File: config.mk
export PLATFORM = sky130hd
export DESIGN_NAME = object_draw_arbiter
export DESIGN_NICKNAME = d
export VERILOG_FILES = /design/src/rtl/object_draw_arbiter.sv
export SDC_FILE = /design/constraint.sdc
export NUM_CORES = 1
export LEC_CHECK = 0
export CORE_UTILIZATION = 41
export DETAILED_ROUTE_END_ITERATION = 10
export PLACE_DENSITY = 0.8
export SKIP_CTS_REPAIR_TIMING = 1
export SLEW_MARGIN = 20
export SYNTH_ARGS = -nofsm -noshare
export SYNTH_HDL_FRONTEND = slang
export SYNTH_SLANG_ARGS = --single-unit
export TNS_END_PERCENT = 1
File: constraint.sdc
create_clock -name clk -period 1.45 [get_ports clk]
set_input_delay 0.3625 -clock clk [delete_from_list [all_inputs] [get_ports clk]]
set_output_delay 0.3625 -clock clk [all_outputs]
set_load 0.05 [all_outputs]
File: src/rtl/object_draw_arbiter.sv
// Fixed-priority per-pixel draw arbiter with per-frame overlap (collision) accumulation.
// Optional macro ARB_COLLISION_HIGHLIGHT_EN paints overlapping pixels with HIGHLIGHT_COLOR.
module object_draw_arbiter #(
  parameter int         NUM_REQ              = 4,
  parameter logic [7:0] TRANSPARENT_ENCODING = 8'hFF,
  parameter logic [7:0] HIGHLIGHT_COLOR      = 8'hE0
) (
  input  logic                       clk,
  input  logic                       resetN,
  input  logic                       startOfFrame,
  input  logic [NUM_REQ-1:0]         drawReq,
  input  logic [8*NUM_REQ-1:0]       rgbIn,
  input  logic [7:0]                 bgRGB,
  output logic [7:0]                 RGBout,
  output logic                       drawingRequest,
  output logic [$clog2(NUM_REQ)-1:0] winnerIdx,
  output logic [NUM_REQ-1:0]         collisionMask,
  output logic                       collisionValid,
  output logic [7:0]                 frameCount
);

  localparam int IDX_W = $clog2(NUM_REQ);

  localparam logic [0:0] WAIT_SOF = 1'b0;
  localparam logic [0:0] RUN      = 1'b1;

  logic [0:0]         state_r;
  logic [NUM_REQ-1:0] acc_r;

  logic [NUM_REQ-1:0] eff_s;
  logic [NUM_REQ-1:0] ov_s;
  logic [3:0]         cnt_s;
  logic               found_s;
  logic [IDX_W-1:0]   winner_s;
  logic [7:0]         win_rgb_s;
  logic [7:0]         rgb_next_s;

  function automatic logic [3:0] count_ones(input logic [NUM_REQ-1:0] v);
    logic [3:0] c;
    c = 4'd0;
    for (int i = 0; i < NUM_REQ; i++) begin
      c = c + 4'(v[i]);
    end
    return c;
  endfunction

  // Effective requests, priority winner (descending scan so index 0 ends up winning) and overlap vector.
  always_comb begin
    eff_s     = {NUM_REQ{1'b0}};
    found_s   = 1'b0;
    winner_s  = {IDX_W{1'b0}};
    win_rgb_s = 8'h00;
    for (int i = 0; i < NUM_REQ; i++) begin
      eff_s[i] = drawReq[i] && (rgbIn[8*i +: 8] != TRANSPARENT_ENCODING);
    end
    for (int i = NUM_REQ - 1; i >= 0; i--) begin
      if (eff_s[i]) begin
        found_s   = 1'b1;
        winner_s  = IDX_W'(i);
        win_rgb_s = rgbIn[8*i +: 8];
      end else begin
        found_s   = found_s;
      end
    end
    cnt_s = count_ones(eff_s);
    if (cnt_s >= 4'd2) begin
      ov_s = eff_s;
    end else begin
      ov_s = {NUM_REQ{1'b0}};
    end
  end

  // Pixel colour selection, including the optional collision highlight.
  always_comb begin
    rgb_next_s = bgRGB;
    if (found_s) begin
      rgb_next_s = win_rgb_s;
    end else begin
      rgb_next_s = bgRGB;
    end
`ifdef ARB_COLLISION_HIGHLIGHT_EN
    if (cnt_s >= 4'd2) begin
      rgb_next_s = HIGHLIGHT_COLOR;
    end else begin
      rgb_next_s = rgb_next_s;
    end
`endif
  end

  // Registered pixel path: one cycle of latency in every state.
  always_ff @(posedge clk or negedge resetN) begin
    if (!resetN) begin
      RGBout         <= 8'h00;
      drawingRequest <= 1'b0;
      winnerIdx      <= {IDX_W{1'b0}};
    end else begin
      RGBout         <= rgb_next_s;
      drawingRequest <= found_s;
      winnerIdx      <= winner_s;
    end
  end

  // Frame tracking: the first SOF after reset only arms accumulation; later SOFs publish the old frame.
  always_ff @(posedge clk or negedge resetN) begin
    if (!resetN) begin
      state_r        <= WAIT_SOF;
      acc_r          <= {NUM_REQ{1'b0}};
      collisionMask  <= {NUM_REQ{1'b0}};
      collisionValid <= 1'b0;
      frameCount     <= 8'd0;
    end else begin
      collisionValid <= 1'b0;
      case (state_r)
        WAIT_SOF: begin
          if (startOfFrame) begin
            acc_r   <= ov_s;
            state_r <= RUN;
          end else begin
            acc_r   <= {NUM_REQ{1'b0}};
          end
        end
        RUN: begin
          if (startOfFrame) begin
            collisionMask  <= acc_r;
            collisionValid <= 1'b1;
            frameCount     <= frameCount + 8'd1;
            acc_r          <= ov_s;
          end else begin
            acc_r          <= acc_r | ov_s;
          end
        end
        default: begin
          state_r <= WAIT_SOF;
          acc_r   <= {NUM_REQ{1'b0}};
        end
      endcase
    end
  end

endmodule

[After elaboration in Yosys (flattened, before gate mapping)]
Cells that the tools add are included.
Widths: inputs -> output; s select.
Operators by class
  reduce and logical (&&, ||, !) cells: 5
  $add $sub $neg: 4
  multiply operators: 0
  bitwise gates (word level): 2
  divide/modulo/power cells: 0
  order comparisons: 1
  shift operators: 0
  muxes and demuxes: 20
  equal/unequal tests: 4
Operators with widths (number)
  $mux 8: 5
  $ne 8x8->1 const B: 4
  $mux 4: 3
  $add 8x1->8 const B: 1
  $mux 2: 4
  $pmux 4 s2: 1
  $mux 1: 7
  $add 3x1->4: 1
  $ge 4x2->1 const B: 1
  $logic_and 1x1->1: 4
  $or 4x4->4: 1
  $add 2x1->3: 1
  $add 1x1->2: 1
  $reduce_and 2->1: 1
  $not 1->1: 1
Storage, ports and cells
  register bits: 29
  memories: 0
  logic and storage cells: 44
  ROM bits: 0
  input bits: 47
  bits in latches: 0
  output and inout port bits: 24
  memory bits (writable): 0

[Longest topological paths before layout]
  depth in word-level cells: 10
  gate-level depth with buffers: 8
  depth with buffers taken out: 7

[Worst setup path before layout]
OpenSTA, ideal clock, no wires.
  path kind: input-to-reg
  start: in rgbIn[27]
  end: reg acc_r[3]
  required time: 1.378 ns
  library setup time: 0.072 ns
  setup slack: -0.446 ns
  stages on the path: 6
  arrival: 1.824 ns
  cell sequence: nand4_1 -> o21ai_0 -> fa_1 -> o21ai_0 -> a32oi_1 -> nor2_1
On the way
  longest elaborated chain between the ends: 8
  elaborated cells on any way between the ends: 9
Ends and longest elaborated chain
  start, declared: RTL line 12  | input logic [8*NUM_REQ-1:0] rgbIn,
  $ne 8x8->1 *: RTL line 54  | eff_s[i] = drawReq[i] && (rgbIn[8*i +: 8] != TRANSPARENT_ENCODING);
  $logic_and 1x1->1 *: RTL line 54
  $add 3x1->4: RTL line 42  | c = c + 4'(v[i]);
  $ge 4x2->1: RTL line 66  | if (cnt_s >= 4'd2) begin
  $mux 4 *: RTL line 66
  $or 4x4->4: RTL line 129  | acc_r <= acc_r | ov_s;
  $mux 4: RTL line 123  | if (startOfFrame) begin
  $pmux 4 s2 *: RTL line 113  | case (state_r)
  end signal, assigned: RTL line 116  | acc_r <= ov_s;
  end signal, assigned: RTL line 127  | acc_r <= ov_s;
  end signal, assigned: RTL line 129
  end, declared: RTL line 28  | logic [NUM_REQ-1:0] acc_r;
Mark *: on every way between the ends. The rest lies on a longest branch, timed or not.
A chain may end at the register's enable or synchronous reset.

[Worst setup path in the final report]
  start: in rgbIn[7]
  end: reg acc_r[3]
On the way
  longest elaborated chain between the ends: 10
  elaborated cells on any way between the ends: 11
Ends and longest elaborated chain (RTL line)
  $ne 8x8->1 *: 54
  $logic_and 1x1->1 *: 54
  $add 1x1->2 *: 42
  $add 2x1->3 *: 42
  $add 3x1->4 *: 42
  $ge 4x2->1 *: 66
  $mux 4 *: 66
  $or 4x4->4: 129
  $mux 4: 123
  $pmux 4 s2 *: 113
Marked as above.

==> results.toml <==
[global_routing]
grtUsageTotal = 0.2401
use_met2 = 0.4389
grt_max_degree = 30
grt_overflow = 0
grt_use_met1 = 0.2521
grt_pass1_wl_um = 7176
grt_use_met3 = 0.05839
grt_busiest_layer = "met2"
grt_antenna_before_repair = 0
first_global_vias = 1576

[flow_run]
drv_cap = 0

[detailed_routing]
firstDrtPassIters = 4
final_antenna_net_count = 0
wirelength_um = 4830
drtIter0Drc = 63
drt-wirelength-per-cell_um = 16.21
viasPerCell = 5.433
vias = 1619
drc = 0

[place]
post_dp_cell_area_um2 = 2650
finalWeightedCongestion = 1.077
hpwl_um = 3577
placedCellCount = 282
port_buffers = 70

[setup_path]
crit_start = "rgbIn[7]"
reg2reg_depth = 6
max_stage_delay_ns = 0.56
worstPathCellList = "buf_6 -> nand4_1 -> o21a_1 -> inv_4 -> fa_1 -> o21ai_4 -> a32oi_1 -> nor2_1"
critPathKind = "primary input to register"
cp_max_fo = 4
arrival_ns = 1.73
crit_slowest_cell = "fa_1"
worstSetupEndpointType = "register"
cp.required_ns = 1.65
crit_cells = 8
path_buf_inv = 2
critPathLaunchType = "primary input"
reg2reg_from = "state_r$_DFF_PN0_"
crit_family = "adder cells"

[logic_synthesis]
netlist_area_um2 = 1506
yosys_register_bits = 29
synth.area.top_cells = "dfrtp_1 48%, nand4_1 6.6%, nand2_1 5.5%, a311o_1 5.3%, mux2_2 3.7%"
syn_avg_cell_area_um2 = 10.04
yosysSeqAreaShare = 0.4817
netlist_instances = 150
synth_nets = 199
ys_types = 29
synth_most_common_cell = "dfrtp_1"
synth.top_cell.area_share = 0.4817
synthTopCellsByCount = "29 x dfrtp_1, 22 x nand2_1, 16 x nand4_1"
yosys_warnings = 0
async_reset_ff_frac = 1.000
ys.flop_type = "dfrtp_1"
synth-edff-count = 0
yosys.area.top_type = "dfrtp_1"

[power]
p_leak_nw = 1.366
powerDensity_nw_per_um2 = 1162
ir_drop_mv = 0.4633

[floorplanning]
ioPinCount = 71
die_height_um = 62.62
core_area_um2 = 3416
die-width_um = 62.62
dieArea_um2 = 3921
rows = 21
initial_core_util = 0.4410

[timing]
worstMarginPinSlew_ns = 0.4032
clock.fmax_mhz = 656.5
rsz0062_at_grt = "yes"
max_slew_margin = 0.7302
fin_crit_sh = 1.051
min_period_ns = 1.523
finalHoldViolCount = 0
fin_skew_ns = 0.003877
finalWorstSetupSlack_ns = -0.07325
finalSetupTns_ns = -0.1721
timing.hold.ws_ns = 0.2959
drv_slew = 0
setup_viol = 7

[hold_path]
hp-start = "rgbIn[0]"
hp-class = "primary input to register"
hold_depth = 3

[run_status]
status = "finished with violations"
violations = "setup timing"

[cts]
cts-root-buf = "clkbuf_4"
clkTransAtPathRegs_ns = 0.08
clk_latency_ns = 0.33
clkSinkCount = 29
cts-htree-levels = 2
cts_buffers = 5
cts_tree = "done"
cts_buffer_depth = 2

[cells_and_area]
fin_area_um2 = 2840
n_antenna_cell = 0
syn2layout_area_growth_pct = 88.54
n_fill_cell = 182
postLayoutCoreUtil = 0.8315
layout.nets = 301
stdcell_count = 298
drive_above_1_share = 0.4087
==> sequential cells by signal, summed over array words and instances, names as in the netlist <==
name	count
acc_r	4
winnerIdx	2
drawingRequest	1
RGBout	8
state_r	1
collisionValid	1
frameCount	8
collisionMask	4
==> cell families (layout without fill, tap and decap cells) <==
kind of cell,Yosys count,count (layout),synth area share
AO/OA/AOI/OAI,28,28,0.1379
buffers and inverters,12,114,0.05646
flip-flops,29,29,0.4817
XOR/XNOR,7,7,0.04070
multiplexers,5,5,0.03737
adder cells (fa/ha/maj),2,2,0.02159
AND/OR/NAND/NOR,67,67,0.2243
==> power breakdown <==
| group | switching (mW) | internal [mW] |
|---|---|---|
| clock | 0.258 | 0.228 |
| sequential | 0.220 | 0.961 |
| combinational | 0.791 | 0.843 |
==> area by class of cell <==
cell class,instances,area (um^2),area share
Inverter,4,17.52,0.006167
Sequential cell,29,725.7,0.2555
Clock buffer,7,55.05,0.01938
Multi-Input combinational cell,109,732.0,0.2577
Tap cell,46,57.56,0.02026
Timing Repair Buffer,103,1252,0.4410
==> path summary, 6_finish.rpt <==
check	endpoint	slack, ns
setup / recovery	acc_r[3]$_DFF_PN0_	-0.07
setup reg to reg	frameCount[7]$_DFFE_PN0P_	0.15
hold / removal	RGBout[0]$_DFF_PN0_	0.30
max in group asynchronous	drawingRequest$_DFF_PN0_	0.89
hold reg to reg	collisionMask[1]$_DFFE_PN0P_	0.53
min in group asynchronous	frameCount[3]$_DFFE_PN0P_	0.40
==> layout by cell type (no fill, tap or decap), types with 3 or more instances in the layout <==
master,instances
a311o_1,8
a31oi_1,7
buf_12,26
buf_4,29
buf_6,19
clkbuf_2,5
clkbuf_4,5
clkdlybuf4s50_1,10
dfrtp_1,29
dlymetal6s2s_1,14
mux2_2,5
nand2_1,22
nand3_1,3
nand4_1,16
nor2_1,13
nor2b_1,8
o21ai_2,3
xnor2_1,5
==> stage by stage <==
| stage | total power [mW] | setup slack [ns] |
|---|---|---|
| 5_1_grt | 3.450 | -0.1342 |
| 3_3_place_gp | 2.733 | -0.6753 |
| 6_report | 3.301 | -0.07325 |
| 3_5_place_dp | 2.800 | -0.7764 |
| 2_1_floorplan | 1.849 | -0.2279 |
| 4_1_cts | 3.287 | -0.4277 |
==> worst reg2reg max path, stage by stage, from the launching register on <==
cell	delay [ns]
dfrtp_1	0.36
nand2_1	0.09
inv_2	0.09
nand4_1	0.19
nor2_2	0.18
nand3_1	0.13
xnor2_1	0.16
==> per-layer routing <==
layer | vias to the layer above | routed length (um)
met5 | - | 0
met4 | 0 | 106
met3 | 10 | 300
met2 | 95 | 2622
met1 | 762 | 1801
li1 | 752 | -
(Power assumes the default switching activity.)
